[src/rtl/nn_eval_pkg.sv]
// nn_eval_pkg: shared state encoding, bus widths and default sizes for the MNIST eval sequencer.
package nn_eval_pkg;
  typedef enum logic [2:0] {IDLE, CLEAR, MAC, EVAL, DONE} state_e;
  localparam int IMG_ADDR_W = 9;
  localparam int WEIGHT_ADDR_W = 10;
  localparam int CLASS_W = 4;
  localparam int ERR_W = 16;
  localparam int DEF_NUM_OF_DATA = 300;
  localparam int DEF_NUM_OF_WEIGHTS = 784;
endpackage

[src/rtl/nn_eval_sequencer_if.sv]
// nn_eval_sequencer_if: host handshake, datapath strobes and status of the eval sequencer.
// run_cycles exists only when NN_EVAL_PERF_CNT_EN is defined.
interface nn_eval_sequencer_if import nn_eval_pkg::*; ();
  logic start;
  logic abort;
  logic [CLASS_W-1:0] prediction;
  logic [CLASS_W-1:0] expected;
  logic [IMG_ADDR_W-1:0] test_addr;
  logic [WEIGHT_ADDR_W-1:0] weight_id;
  logic acc_clr;
  logic acc_en;
  logic busy;
  logic done;
  logic err_pulse;
  logic [ERR_W-1:0] error_counter;
`ifdef NN_EVAL_PERF_CNT_EN
  logic [31:0] run_cycles;
  modport master (output start, abort, prediction, expected,
                  input test_addr, weight_id, acc_clr, acc_en, busy, done, err_pulse, error_counter, run_cycles);
  modport slave (input start, abort, prediction, expected,
                 output test_addr, weight_id, acc_clr, acc_en, busy, done, err_pulse, error_counter, run_cycles);
`else
  modport master (output start, abort, prediction, expected,
                  input test_addr, weight_id, acc_clr, acc_en, busy, done, err_pulse, error_counter);
  modport slave (input start, abort, prediction, expected,
                 output test_addr, weight_id, acc_clr, acc_en, busy, done, err_pulse, error_counter);
`endif
endinterface

[src/rtl/nn_step_timer.sv]
// nn_step_timer: loadable down-counter; last is high while the count sits at zero.
module nn_step_timer #(
  parameter int W = 4
) (
  input  logic         clk,
  input  logic         reset,
  input  logic         load,
  input  logic [W-1:0] load_val,
  output logic         last
);
  logic [W-1:0] cnt_q, cnt_d;
  always_comb cnt_d = load ? load_val : (cnt_q != '0 ? cnt_q - W'(1) : cnt_q);
  always_ff @(posedge clk or posedge reset)
    if (reset) cnt_q <= '0;
    else cnt_q <= cnt_d;
  assign last = cnt_q == '0;
endmodule

[src/rtl/nn_eval_sequencer.sv]
// nn_eval_sequencer: steps images and weight indices for the MNIST datapath and counts misclassifications.
// Optional NN_EVAL_PERF_CNT_EN adds a run_cycles busy-cycle counter.
module nn_eval_sequencer import nn_eval_pkg::*; #(
  parameter int NUM_OF_DATA = DEF_NUM_OF_DATA,
  parameter int NUM_OF_WEIGHTS = DEF_NUM_OF_WEIGHTS,
  parameter int SETTLE_CYCLES = 8,
  parameter int EVAL_CYCLES = 2
) (
  input logic clk,
  input logic reset,
  nn_eval_sequencer_if.slave bus
);
  localparam int MAX_C = SETTLE_CYCLES > EVAL_CYCLES ? SETTLE_CYCLES : EVAL_CYCLES;
  localparam int CNT_W = $clog2(MAX_C) + 1;
  localparam logic [CNT_W-1:0] SETTLE_LD = CNT_W'(SETTLE_CYCLES - 1);
  localparam logic [CNT_W-1:0] EVAL_LD = CNT_W'(EVAL_CYCLES - 1);
  localparam logic [IMG_ADDR_W-1:0] ADDR_LAST = IMG_ADDR_W'(NUM_OF_DATA - 1);
  localparam logic [WEIGHT_ADDR_W-1:0] WID_LAST = WEIGHT_ADDR_W'(NUM_OF_WEIGHTS - 1);
  if (SETTLE_CYCLES < 3 || EVAL_CYCLES < 1) begin : g_param_check
    $error("nn_eval_sequencer: SETTLE_CYCLES must be >= 3 and EVAL_CYCLES >= 1");
  end
  state_e state_q, state_d;
  logic [IMG_ADDR_W-1:0] test_addr_q, test_addr_d;
  logic [WEIGHT_ADDR_W-1:0] weight_id_q, weight_id_d;
  logic [ERR_W-1:0] err_cnt_q, err_cnt_d;
  logic err_pulse_q, err_pulse_d;
  logic load, last, busy, accept, mism;
  logic [CNT_W-1:0] load_val;
  nn_step_timer #(.W(CNT_W)) u_timer (
    .clk(clk), .reset(reset), .load(load), .load_val(load_val), .last(last)
  );
  assign busy = state_q == CLEAR || state_q == MAC || state_q == EVAL;
  assign accept = (state_q == IDLE || state_q == DONE) && bus.start && !bus.abort;
  assign mism = bus.prediction != bus.expected;
  always_comb begin
    state_d = state_q;
    test_addr_d = test_addr_q;
    weight_id_d = weight_id_q;
    err_cnt_d = err_cnt_q;
    err_pulse_d = 1'b0;
    load = 1'b0;
    load_val = SETTLE_LD;
    // abort wins over every step, so no error is recorded on an aborted EVAL
    if (busy && bus.abort) state_d = IDLE;
    else
      case (state_q)
        IDLE, DONE:
          if (accept) begin
            state_d = CLEAR;
            test_addr_d = '0;
            weight_id_d = '0;
            err_cnt_d = '0;
          end
        CLEAR: begin
          state_d = MAC;
          load = 1'b1;
        end
        MAC:
          if (last) begin
            load = 1'b1;
            if (weight_id_q == WID_LAST) begin
              state_d = EVAL;
              load_val = EVAL_LD;
            end else weight_id_d = weight_id_q + WEIGHT_ADDR_W'(1);
          end
        EVAL:
          if (last) begin
            err_pulse_d = mism;
            err_cnt_d = (mism && err_cnt_q != '1) ? err_cnt_q + ERR_W'(1) : err_cnt_q;
            if (test_addr_q == ADDR_LAST) state_d = DONE;
            else begin
              state_d = CLEAR;
              test_addr_d = test_addr_q + IMG_ADDR_W'(1);
              weight_id_d = '0;
            end
          end
        default: state_d = IDLE;
      endcase
  end
  always_ff @(posedge clk or posedge reset)
    if (reset) begin
      state_q <= IDLE;
      test_addr_q <= '0;
      weight_id_q <= '0;
      err_cnt_q <= '0;
      err_pulse_q <= 1'b0;
    end else begin
      state_q <= state_d;
      test_addr_q <= test_addr_d;
      weight_id_q <= weight_id_d;
      err_cnt_q <= err_cnt_d;
      err_pulse_q <= err_pulse_d;
    end
  assign bus.test_addr = test_addr_q;
  assign bus.weight_id = weight_id_q;
  assign bus.acc_clr = state_q == CLEAR;
  assign bus.acc_en = state_q == MAC && last;
  assign bus.busy = busy;
  assign bus.done = state_q == DONE;
  assign bus.err_pulse = err_pulse_q;
  assign bus.error_counter = err_cnt_q;
`ifdef NN_EVAL_PERF_CNT_EN
  logic [31:0] run_cycles_q, run_cycles_d;
  always_comb run_cycles_d = accept ? 32'd0 : (busy ? run_cycles_q + 32'd1 : run_cycles_q);
  always_ff @(posedge clk or posedge reset)
    if (reset) run_cycles_q <= '0;
    else run_cycles_q <= run_cycles_d;
  assign bus.run_cycles = run_cycles_q;
`endif
endmodule
[src/flat_wrapper.sv]
// flat-port wrapper written by rule: the top's interface ports become plain ports
module nn_eval_sequencer_flat import nn_eval_pkg::*;
#(
  parameter int NUM_OF_DATA = DEF_NUM_OF_DATA,
  parameter int NUM_OF_WEIGHTS = DEF_NUM_OF_WEIGHTS,
  parameter int SETTLE_CYCLES = 8,
  parameter int EVAL_CYCLES = 2
)
  (clk, reset, bus_start, bus_abort, bus_prediction, bus_expected, bus_test_addr, bus_weight_id, bus_acc_clr, bus_acc_en, bus_busy, bus_done, bus_err_pulse, bus_error_counter);
  nn_eval_sequencer_if bus_i ();
  input logic clk;
  input logic reset;
  input wire logic [$bits(bus_i.start)-1:0] bus_start;
  input wire logic [$bits(bus_i.abort)-1:0] bus_abort;
  input wire logic [$bits(bus_i.prediction)-1:0] bus_prediction;
  input wire logic [$bits(bus_i.expected)-1:0] bus_expected;
  output wire logic [$bits(bus_i.test_addr)-1:0] bus_test_addr;
  output wire logic [$bits(bus_i.weight_id)-1:0] bus_weight_id;
  output wire logic [$bits(bus_i.acc_clr)-1:0] bus_acc_clr;
  output wire logic [$bits(bus_i.acc_en)-1:0] bus_acc_en;
  output wire logic [$bits(bus_i.busy)-1:0] bus_busy;
  output wire logic [$bits(bus_i.done)-1:0] bus_done;
  output wire logic [$bits(bus_i.err_pulse)-1:0] bus_err_pulse;
  output wire logic [$bits(bus_i.error_counter)-1:0] bus_error_counter;
  assign bus_i.start = bus_start;
  assign bus_i.abort = bus_abort;
  assign bus_i.prediction = bus_prediction;
  assign bus_i.expected = bus_expected;
  assign bus_test_addr = bus_i.test_addr;
  assign bus_weight_id = bus_i.weight_id;
  assign bus_acc_clr = bus_i.acc_clr;
  assign bus_acc_en = bus_i.acc_en;
  assign bus_busy = bus_i.busy;
  assign bus_done = bus_i.done;
  assign bus_err_pulse = bus_i.err_pulse;
  assign bus_error_counter = bus_i.error_counter;
  nn_eval_sequencer #(.NUM_OF_DATA(NUM_OF_DATA), .NUM_OF_WEIGHTS(NUM_OF_WEIGHTS), .SETTLE_CYCLES(SETTLE_CYCLES), .EVAL_CYCLES(EVAL_CYCLES)) u_core (.clk(clk), .reset(reset), .bus(bus_i));
endmodule
[config.mk]
export PLATFORM = sky130hd
export DESIGN_NAME = nn_eval_sequencer_flat
export DESIGN_NICKNAME = d
export VERILOG_FILES = /design/src/rtl/nn_eval_pkg.sv /design/src/rtl/nn_eval_sequencer_if.sv /design/src/rtl/nn_step_timer.sv /design/src/rtl/nn_eval_sequencer.sv /design/src/flat_wrapper.sv
export SDC_FILE = /design/constraint.sdc
export NUM_CORES = 1
export LEC_CHECK = 0
export CORE_MARGIN = 2
export CORE_UTILIZATION = 25
export DETAILED_ROUTE_END_ITERATION = 8
export PLACE_DENSITY = 0.53
export RECOVER_POWER = 25
export REMOVE_ABC_BUFFERS = 1
export SLEW_MARGIN = 20
export SYNTH_ARGS = -nofsm -noshare
export SYNTH_HDL_FRONTEND = slang
export SYNTH_SLANG_ARGS = --single-unit
[constraint.sdc]
create_clock -name clk -period 2.6 [get_ports clk]
set_input_delay 0.52 -clock clk [delete_from_list [all_inputs] [get_ports clk]]
set_output_delay 0.52 -clock clk [all_outputs]
set_load 0.05 [all_outputs]
### Yosys cells after proc, flatten, opt, wreduce, memory -nomap -nowiden

Cells that the tools add are included.

* register bits after elaboration: 43
* word-level logic and storage cells: 82
* output and inout port bits: 40

* add/sub/neg operators: 4
* muxes and demuxes: 33
* bitwise logic cells: 1
* reductions and logical operators: 20
* eq/ne operators: 18

Operators with widths (count)
* 10-bit two-way mux: 5
* 16-bit two-way mux: 3
* 16-bit case mux with 2 select lines: 1
* 10-bit case mux with 3 select lines: 1
* 9-bit two-way mux: 3
* 3-bit two-way mux: 7
* 4-bit two-way mux: 5
* 9-bit case mux with 2 select lines: 1
* 16-bit by 1-bit adder with 16-bit output (second input constant): 1
* 16-bit inequality test (second input constant): 1
* 3-bit case mux with 4 select lines: 1
* 10-bit by 1-bit adder with 10-bit output (second input constant): 1
* 10-bit == test (second input constant): 1
* 5-bit AND reduction: 2
* 9-bit by 1-bit adder with 9-bit output (second input constant): 1
* 9-bit == test (second input constant): 1
* 7-bit AND reduction: 1
* 3-bit by 2-bit == test with 1-bit output (second input constant): 2
* 2-bit by 1-bit inequality test with 1-bit output (second input constant): 3
* 2-bit inequality test (second input constant): 3
* 3-bit by 2-bit inequality test with 1-bit output (second input constant): 2
* 1-bit logical AND: 5
* 1-bit two-way mux: 5
* 4-bit zero test: 1
* other kinds (16): 19

### Depth between registers and ports, before layout

* depth after elaboration: 7
* depth in mapped cells: 8
* mapped depth without buffers: 7

### Cells and area by module

Synthesis repeated with hierarchy kept, for this count alone.

* cell total of the unflattened synthesis: 292
* area, all modules: 2562.5 µm²

Modules (own cells, without submodules)
* nn_eval_sequencer: cells each 270, area each 2326.0 µm², times used 1
* nn_step_timer: cells each 22, area each 236.5 µm², times used 1

### Worst setup path before layout

OpenSTA, ideal clock, no wires.

* kind: register to output
* start: register u_core.u_timer.cnt_q[0]
* end: output bus_acc_en
* arrival time: 1.835 ns
* setup slack: 0.245 ns
* stages on the path, launching flop included: 6
* path through: dfrtp_1 > inv_1 > ha_1 > or3b_4 > buf_6 > nor2_1

* word-level cells in the longest chain between the ends: 2

Ends and longest elaborated chain
* start: declaration: line nn_step_timer.sv:11 `logic [W-1:0] cnt_q, cnt_d;`
* start signal: assignment: line nn_step_timer.sv:15 `else cnt_q <= cnt_d;`
* 4-bit zero test: line nn_step_timer.sv:16 `assign last = cnt_q == '0;`
* 1-bit logical AND: line nn_eval_sequencer.sv:97 `assign bus.acc_en = state_q == MAC && last;`
* end: declaration: line flat_wrapper.sv:20 `output wire logic [$bits(bus_i.acc_en)-1:0] bus_acc_en;`

No other way between the ends.

### Worst setup path after layout

Ends and elaborated chain as after synthesis.

==> metrics.txt <==
drt drc 0; Sink Count 43; maximum vdd drop 222 uV; Post-synth EDFFs 0; Post-Syn Instances 314; dominant synthesized flop cell dfrtp_1; multiplexer share of the synthesized area 2.54%; Syn Area/Cell 8.77 sq um; Slew HR 26.4%; sequential fraction of the synthesis area 39.1%; first-pass GRT wire length 11900 um; Final ANT Viol Nets 0; setup_tns 0 ns; Synth Area in Compound Gates 13.5%; CTS tree done; Layout Skew 0.00667 ns; Worst Max-Slew Pin Slew 1.10 ns; DIE AREA 0.0119 sq mm; most common library cells after synthesis dfrtp_1 (43), nand2_1 (34), nand3_1 (29), nor2_1 (27), o21ai_0 (26); Post-synth ARST share 100%; Final min period 2.44 ns; Synth area leaders dfrtp_1 (39%), nand3_1 (5.3%), o21ai_0 (4.7%); outcome finished clean; Final Setup Violations 0; IO Pins 52; final hold violations 0; die height 109 um; top cell type's share of synthesized area 39.1%; dominant cell type by area after synthesis dfrtp_1; CP max-delay cell or3b_4; top-count cell post-synth dfrtp_1; largest family of logic cells by synthesized area simple AND/OR/NAND/NOR gates; Min-Delay Startpoint u_core.u_timer.cnt_q[1]; pin count of the biggest net entering global routing 44; Cell Chain, Critical Path inv_1, ha_1, or3b_4, nor2_1, buf_12; initial DRC count 104; CTS H-tree lvls 2; Util after Layout 32.5%; adder-cell share of the synthesized area 1.82%; Pwr per Cell Area 485 mW/mm^2; # port buffers 51; element type at the critical path end primary output; mapped cell area 0.00275 sq mm; worst r2r src u_core.u_timer.cnt_q[0]; CP required 2.08 ns; synth unique cells 57; GRT Util Overall 12.6%; final net count 385; vias in the first global route 2401; simple-gate portion of the synthesized area 34.3%; Hold Crit Endpoint u_core.u_timer.cnt_q[1]; FF-to-FF End u_core.bus.weight_id[8]; count of pins over their slew limit 0; Initial Utilization 25.5%; wire per inst 13.8 um; post-synthesis xor/xnor area fraction 3.18%; Placer Congestion 0.882; via/cell ratio 4.95; Final Routed Wirelength 7050 um; number of buffers created by CTS 5; Area Overhead vs Synth 27.4%; Core Footprint 0.0108 sq mm; Crit path arrival time 1.92 ns; Worst setup SP type flip-flop; share of post-route cells with drive strength above 1 9.46%; worst reg2reg path depth 7; Worst Hold Class flip-flop to flip-flop; Tot Pwr 1.70 mW; max-cap violations 0; Post-DP HPWL 5220 um; Hold Path Stages 1; total global routing overflow 0; vias 2527; worst skew pair latency 0.29 ns; Die W 109 um; dpl ws 0.199 ns; Max FO, Critical Path 13; First-pass DRT Iterations 5; Ant. Diodes 0; Buffers & Inverters on Critical Path 2; Ys Warns 0; Peak Freq 410 MHz; period utilization 93.8%; CP Class flip-flop to primary output; Root Buffer clkbuf_8; Post-CTS Resized 0; Max stage delay on crit path 0.50 ns; total leakage power 1.43 nW; post-cts hold buffer count 0; clock buffer depth 2; initial antenna violation count 0; RSZ-0062 raised after global routing false; Clk pin slew, worst setup/hold paths 0.08 ns; postcts setup bufs 0; #FFs+latches synth 43; final worst slack 0.162 ns; largest delay contributor family on the critical path simple AND/OR/NAND/NOR gates; num rows 38; Reg2Reg Setup Slack 0.40 ns
==> final cells by class <==
| cell class | instances | area (sq um) |
|---|---|---|
| Tap cell | 140 | 175 |
| Multi-Input combinational cell | 247 | 1530 |
| Inverter | 10 | 37.5 |
| Timing Repair Buffer | 62 | 593 |
| Sequential cell | 43 | 1080 |
| Clock buffer | 8 | 100 |
| Fill cell | 1140 | 7290 |
==> worst max-delay path by stage <==
stage	startpoint	end	slack [ns]	cells past startpoint
2_1_floorplan	u_core.state_q[1]	u_core.bus.test_addr[6]	0.27	5
3_3_place_gp	bus_abort	u_core.bus.error_counter[13]	0.22	7
3_5_place_dp	bus_abort	u_core.bus.error_counter[13]	0.20	7
4_1_cts	u_core.u_timer.cnt_q[0]	bus_acc_en	0.13	5
5_1_grt	u_core.u_timer.cnt_q[0]	bus_acc_en	0.07	5
6_report	u_core.u_timer.cnt_q[0]	bus_acc_en	0.16	5
==> through the flow <==
step                      area (sq um)  hold WS (ns)  cells
final                             3510         0.502    510
after global routing              3510         0.540    510
after CTS                         3510         0.509    510
after detailed placement          3410         0.490    502
after global placement            3410         0.489    502
after floorplan                   2640         0.466    300
==> logic make-up (layout without fill, tap and decap cells) <==
group,after synthesis,after routing
AO/OA/AOI/OAI,61,61
XOR/XNOR,10,10
adder cells (fa/ha/maj),4,4
buffers and inverters,24,80
flip-flops,43,43
multiplexers,7,7
AND/OR/NAND/NOR,165,165
==> where the power goes <==
| part | switching (mW) | total (mW) | internal, mW |
|---|---|---|---|
| Combinational | 0.259 | 0.439 | 0.180 |
| Clock | 0.234 | 0.477 | 0.243 |
| Sequential | 0.0698 | 0.786 | 0.717 |
==> layout by cell type (no fill, tap or decap), types with 6 or more instances in the layout <==
master / count
clkdlybuf4s50_1: 46
dfrtp_1: 43
nand2_1: 34
nand3_1: 29
nor2_1: 27
o21ai_0: 26
nand4_1: 15
buf_4: 13
a21oi_1: 11
inv_1: 9
xnor2_1: 9
o211ai_1: 8
mux2i_1: 7
clkbuf_8: 7
nor3_1: 6
or3_1: 6
or4_1: 6
==> registers in the layout (all words and copies together) (netlist names) <==
register	flops
u_core.bus.error_counter	16
u_core.bus.weight_id	10
u_core.state_q	3
u_core.bus.err_pulse	1
u_core.bus.test_addr	9
u_core.u_timer.cnt_q	4
==> layer usage <==
metal	share of wire [%]	wire length, um	vias up	global-route usage, %
li1	-	-	1268	-
met1	47	3330	1166	17.4
met2	47	3290	79	19.8
met3	4.6	322	14	2.27
met4	1.5	109	0	4.12
met5	0	0	-	0
Note: power is estimated with default switching activity, not from simulation.
